[config.mk]
export PLATFORM = sky130hd
export DESIGN_NAME = food_position_generator
export DESIGN_NICKNAME = d
export VERILOG_FILES = /design/src/rtl/food_position_generator.sv
export SDC_FILE = /design/constraint.sdc
export NUM_CORES = 1
export LEC_CHECK = 0
export CORE_MARGIN = 2
export CORE_UTILIZATION = 45
export CTS_CLUSTER_DIAMETER = 60
export DETAILED_ROUTE_END_ITERATION = 8
export GPL_ROUTABILITY_DRIVEN = 0
export PLACE_DENSITY = 0.76
export SYNTH_ARGS = -nofsm -noshare
export SYNTH_HDL_FRONTEND = slang
export SYNTH_SLANG_ARGS = --single-unit
[constraint.sdc]
create_clock -name VGA_clk -period 2.3 [get_ports VGA_clk]
set_input_delay 0.23 -clock VGA_clk [delete_from_list [all_inputs] [get_ports VGA_clk]]
set_output_delay 0.23 -clock VGA_clk [all_outputs]
set_load 0.1 [all_outputs]
[src/rtl/food_position_generator.sv]
// Food/target position generator.
// Draws a 16-bit Fibonacci LFSR on request, maps it to a grid cell, rejects
// out-of-grid or occupied cells and returns the pixel coordinates of a free
// cell through a req/valid handshake. Gives up with a fail pulse after
// MAX_TRIES draws.
// Optional build macro: FOOD_GEN_SEED_LOAD_EN adds seed_ld/seed for runtime
// reseeding of the LFSR.
module food_position_generator #(
    parameter int unsigned X_CELLS   = 62,
    parameter int unsigned Y_CELLS   = 46,
    parameter int unsigned CELL_SIZE = 10,
    parameter int unsigned ORIGIN_X  = 10,
    parameter int unsigned ORIGIN_Y  = 10,
    parameter int unsigned MAX_TRIES = 16,
    parameter logic [15:0] LFSR_SEED = 16'hACE1
) (
    input  logic        VGA_clk,
    input  logic        rst_n,
    input  logic        req,
    input  logic        blocked,
`ifdef FOOD_GEN_SEED_LOAD_EN
    input  logic        seed_ld,
    input  logic [15:0] seed,
`endif
    output logic [9:0]  cand_x,
    output logic [8:0]  cand_y,
    output logic [9:0]  rand_x,
    output logic [8:0]  rand_y,
    output logic        valid,
    output logic        fail,
    output logic        busy
);

    // Index field widths; a single-cell axis still needs one bit of index.
    localparam int unsigned XW = (X_CELLS > 1) ? $clog2(X_CELLS) : 1;
    localparam int unsigned YW = (Y_CELLS > 1) ? $clog2(Y_CELLS) : 1;

    localparam logic [7:0] MaxTries = 8'(MAX_TRIES);

    localparam logic [2:0] StIdle  = 3'd0;
    localparam logic [2:0] StDraw  = 3'd1;
    localparam logic [2:0] StCheck = 3'd2;
    localparam logic [2:0] StDone  = 3'd3;
    localparam logic [2:0] StFail  = 3'd4;

    logic [15:0]   lfsr_q, lfsr_d;
    logic          lfsr_fb;
    logic [2:0]    state_q, state_d;
    logic [7:0]    tries_q, tries_d;
    logic [7:0]    tries_inc;
    logic [9:0]    cand_x_q, cand_x_d;
    logic [8:0]    cand_y_q, cand_y_d;
    logic [9:0]    rand_x_q, rand_x_d;
    logic [8:0]    rand_y_q, rand_y_d;
    logic [XW-1:0] xi;
    logic [YW-1:0] yi;
    logic          in_range;
    logic [9:0]    px;
    logic [8:0]    py;

    // LFSR next value: free-running advance, zero lock-up escape, optional load.
    always_comb begin
        lfsr_fb = lfsr_q[15] ^ lfsr_q[13] ^ lfsr_q[12] ^ lfsr_q[10];
        if (lfsr_q == 16'h0000) begin
            lfsr_d = 16'h0001;
        end else begin
            lfsr_d = {lfsr_q[14:0], lfsr_fb};
        end
`ifdef FOOD_GEN_SEED_LOAD_EN
        if (seed_ld) begin
            lfsr_d = (seed == 16'h0000) ? 16'h0001 : seed;
        end
`endif
    end

    // LFSR register.
    always_ff @(posedge VGA_clk or negedge rst_n) begin
        if (!rst_n) begin
            lfsr_q <= LFSR_SEED;
        end else begin
            lfsr_q <= lfsr_d;
        end
    end

    // Candidate cell from disjoint LFSR fields and its pixel coordinates.
    always_comb begin
        xi       = lfsr_q[XW-1:0];
        yi       = lfsr_q[XW+YW-1:XW];
        in_range = (32'(xi) < X_CELLS) && (32'(yi) < Y_CELLS);
        px       = 10'(ORIGIN_X + 32'(xi) * CELL_SIZE);
        py       = 9'(ORIGIN_Y + 32'(yi) * CELL_SIZE);
    end

    // Request FSM next state, try counter and coordinate registers.
    always_comb begin
        state_d   = state_q;
        tries_d   = tries_q;
        cand_x_d  = cand_x_q;
        cand_y_d  = cand_y_q;
        rand_x_d  = rand_x_q;
        rand_y_d  = rand_y_q;
        tries_inc = tries_q + 8'd1;
        case (state_q)
            StIdle: begin
                if (req) begin
                    state_d = StDraw;
                    tries_d = 8'd0;
                end
            end
            StDraw: begin
                tries_d = tries_inc;
                if (in_range) begin
                    state_d  = StCheck;
                    cand_x_d = px;
                    cand_y_d = py;
                end else if (tries_inc == MaxTries) begin
                    state_d = StFail;
                end else begin
                    state_d = StDraw;
                end
            end
            StCheck: begin
                if (!blocked) begin
                    state_d  = StDone;
                    rand_x_d = cand_x_q;
                    rand_y_d = cand_y_q;
                end else if (tries_q == MaxTries) begin
                    state_d = StFail;
                end else begin
                    state_d = StDraw;
                end
            end
            StDone:  state_d = StIdle;
            StFail:  state_d = StIdle;
            default: state_d = StIdle;
        endcase
    end

    // FSM and coordinate state.
    always_ff @(posedge VGA_clk or negedge rst_n) begin
        if (!rst_n) begin
            state_q  <= StIdle;
            tries_q  <= 8'd0;
            cand_x_q <= 10'd0;
            cand_y_q <= 9'd0;
            rand_x_q <= 10'd0;
            rand_y_q <= 9'd0;
        end else begin
            state_q  <= state_d;
            tries_q  <= tries_d;
            cand_x_q <= cand_x_d;
            cand_y_q <= cand_y_d;
            rand_x_q <= rand_x_d;
            rand_y_q <= rand_y_d;
        end
    end

    // Outputs decoded from state so pulses line up with the updated coordinates.
    always_comb begin
        cand_x = cand_x_q;
        cand_y = cand_y_q;
        rand_x = rand_x_q;
        rand_y = rand_y_q;
        valid  = (state_q == StDone);
        fail   = (state_q == StFail);
        busy   = (state_q != StIdle);
    end

endmodule

==> metrics.txt <==
I/O Pins 45; Syn Area/Cell 10.8 µm²; Die Ht 88.0 µm; Final Net Count 369; dpl ws 5.37 ps; Final Critical Period 2230 ps; register area share after synthesis 48.4%; relative slew slack 58.2%; RSZ-0062 raised after global routing yes; P&R area growth vs syn 22.6%; ANT cells 0; core area 6790 µm²; fin. max-slew vios 0; CP Cell Sequence ha_1 > ha_2 > fa_2 > xor2_2 > nand3_2 > nor4_4 > xnor2_1 > o21ai_2; Site Rows 30; CTS max path bufs 2; PnR worst setup slack 73.5 ps; Via density 5.03; cells after synthesis 295; layout cells sized above 1 32.7%; Layout Skew 10.3 ps; largest net degree at the start of global routing 36; # fillers 551; Period Utilization, post-route 96.8%; Final HPWL DP 4310 µm; vias 2222; met1 Usage GRT 24.2%; remaining antenna violation count 0; CP required 2520 ps; IO Port Bufs 40; Die Width 88.0 µm; initial antenna violation count 0; CTS clk-pin slew, worst paths 60 ps; Max Fanout on Critical Path 2; WL/cell 14.2 µm; total CTS buffers 9; Die ar. 7740 µm²; measured slew at the worst slew-check pin 627 ps; global router's overall resource usage 17.4%; footprint of the multi-input gates 1560 µm²; buffers plus inverters on the worst setup path 0; first-pass GRT wire length 10200 µm; final setup fails 0; HP Class flip-flop to flip-flop; #FFs+latches synth 61; total grt overflow 0; crit path DAT 2450 ps; Crit. End Element flip-flop; Residual DRC 0; Post-Route WL 6290 µm; GR peak layer met2; Fin. Hold Viols 0; Reg area 1540 µm²; CP delay by family, top adder cells; met3 usage 3.77%; critical setup path kind flip-flop to flip-flop; CTS H-tree lvls 3; Initial Util 46.7%; CP Launch Type flip-flop; status complete, no violations; placed instance area 3590 µm²; synthesized area 3170 µm²; vias in the first global route 2125; clock latency on the worst-skew pair 340 ps; iteration count of the initial detailed-routing pass 4; synth warn 0; Max Freq 449 MHz; root buffer cell clkbuf_8; clock sink total 61; design area 3890 µm²; max-cap violation count 0; final core utilization 57.2%; crit path max-delay cell type fa_2; CTS tree yes; grt met2 use 25.8%; Iteration-0 DRC Markers 149; Distinct cells, synth 49; slowest stage delay, CP 390 ps
==> worst paths after layout <==
| path | start | end | slack (ps) | cells past startpoint |
|---|---|---|---|---|
| max | lfsr_q[1] | cand_x[8] | 70 | 8 |
| max reg2reg | lfsr_q[1] | cand_x[8] | 70 | 8 |
| max in group asynchronous | rst_n | lfsr_q[5] | 1190 | 3 |
| min in group asynchronous | rst_n | state_q[1] | 430 | 2 |
| min reg2reg | lfsr_q[14] | lfsr_q[15] | 390 | 0 |
| min | lfsr_q[14] | lfsr_q[15] | 390 | 0 |
==> cell families after synthesis <==
logic type,count (synthesis),synth area share [%]
AOI/OAI and AO/OA,44,7.89
xor gates and xnor gates,23,6.35
adders and majority gates,24,9.94
buffers and inverters,33,5.09
DFF,61,48.4
muxes,17,7.10
other,1,0.118
and+or+nand+nor,92,15.1
==> Yosys cell counts (all sizes together) <==
cell type | number | area (µm²)
dfrtp | 53 | 1330
nand2 | 39 | 146
o21ai | 27 | 139
ha | 22 | 275
mux2 | 17 | 225
nor2 | 16 | 60.1
clkbuf | 14 | 53.8
xnor2 | 13 | 114
inv | 11 | 41.3
xor2 | 10 | 87.6
buf | 8 | 66.3
dfstp | 8 | 210
a21oi | 7 | 35.0
nand3 | 7 | 35.0
and2 | 5 | 32.5
nor4b | 4 | 50.1
a21o | 3 | 22.5
and3 | 3 | 18.8
nand4 | 3 | 18.8
a31oi | 2 | 12.5
fa | 2 | 40.0
nand4b | 2 | 17.5
nor3 | 2 | 15.0
nor3b | 2 | 15.0
nor4 | 2 | 18.8
or2 | 2 | 12.5
or3 | 2 | 13.8
a22o | 1 | 8.76
a32o | 1 | 10.0
and3b | 1 | 10.0
conb | 1 | 3.75
nand2b | 1 | 6.26
nand3b | 1 | 7.51
o22ai | 1 | 6.26
o31ai | 1 | 7.51
o32ai | 1 | 8.76
==> sequential cells by signal, indices dropped and copies added (netlist names) <==
name	count
lfsr_q	16
rand_x	9
rand_y	8
cand_y	8
state_q	3
tries_q	8
cand_x	9
==> repair_timing <==
item                       4_1_cts  5_1_grt
hold buffers                     1        0
hold endpoints to repair        26        0
setup endpoints to repair        0        6
gates resized for setup          0       16
setup buffers                    0        2
==> metrics by stage <==
| stage | TNS [ps] | hold slack, ps | cells |
|---|---|---|---|
| 2_1_floorplan | 0 | -65.6 | 298 |
| 3_3_place_gp | 0 | 286 | 423 |
| 3_5_place_dp | 0 | 288 | 423 |
| 4_1_cts | 0 | 396 | 440 |
| 5_1_grt | -66.5 | 411 | 442 |
| 6_report | 0 | 394 | 442 |
==> cell type report <==
cell class | instances | share of cell area [%]
repair buffers | 54 | 10.9
clock buffers | 15 | 4.54
multi-input cells | 204 | 40.2
clock inverters | 1 | 0.772
well taps | 96 | 3.09
inverters | 11 | 1.06
flip-flops and latches | 61 | 39.5
==> cells in the final DEF, fill, tap and decap left out, types with 4 or more instances in the layout <==
cell	synthesis	final
mux2_4	9	9
nor2_1	16	16
clkbuf_8	0	12
xor2_1	10	9
and2_1	4	4
xnor2_1	13	11
dfrtp_1	53	53
ha_1	22	18
inv_1	11	11
dfstp_2	8	8
nand3_1	7	6
buf_4	4	49
o21ai_0	25	25
conb_1	1	4
nand2_1	39	39
ha_2	0	4
a21oi_2	0	4
mux2_2	8	8
==> metal layers <==
| layer | part of all wire, % | vias to the layer above |
|---|---|---|
| met1 | 46 | 1089 |
| li1 | - | 1083 |
| met3 | 3.2 | 15 |
| met2 | 48 | 35 |
| met5 | 0 | - |
| met4 | 2.5 | 0 |
Power is left out: the tool's default activity adds up to more than one toggle a clock period on the data nets, which glitch-free logic cannot reach.
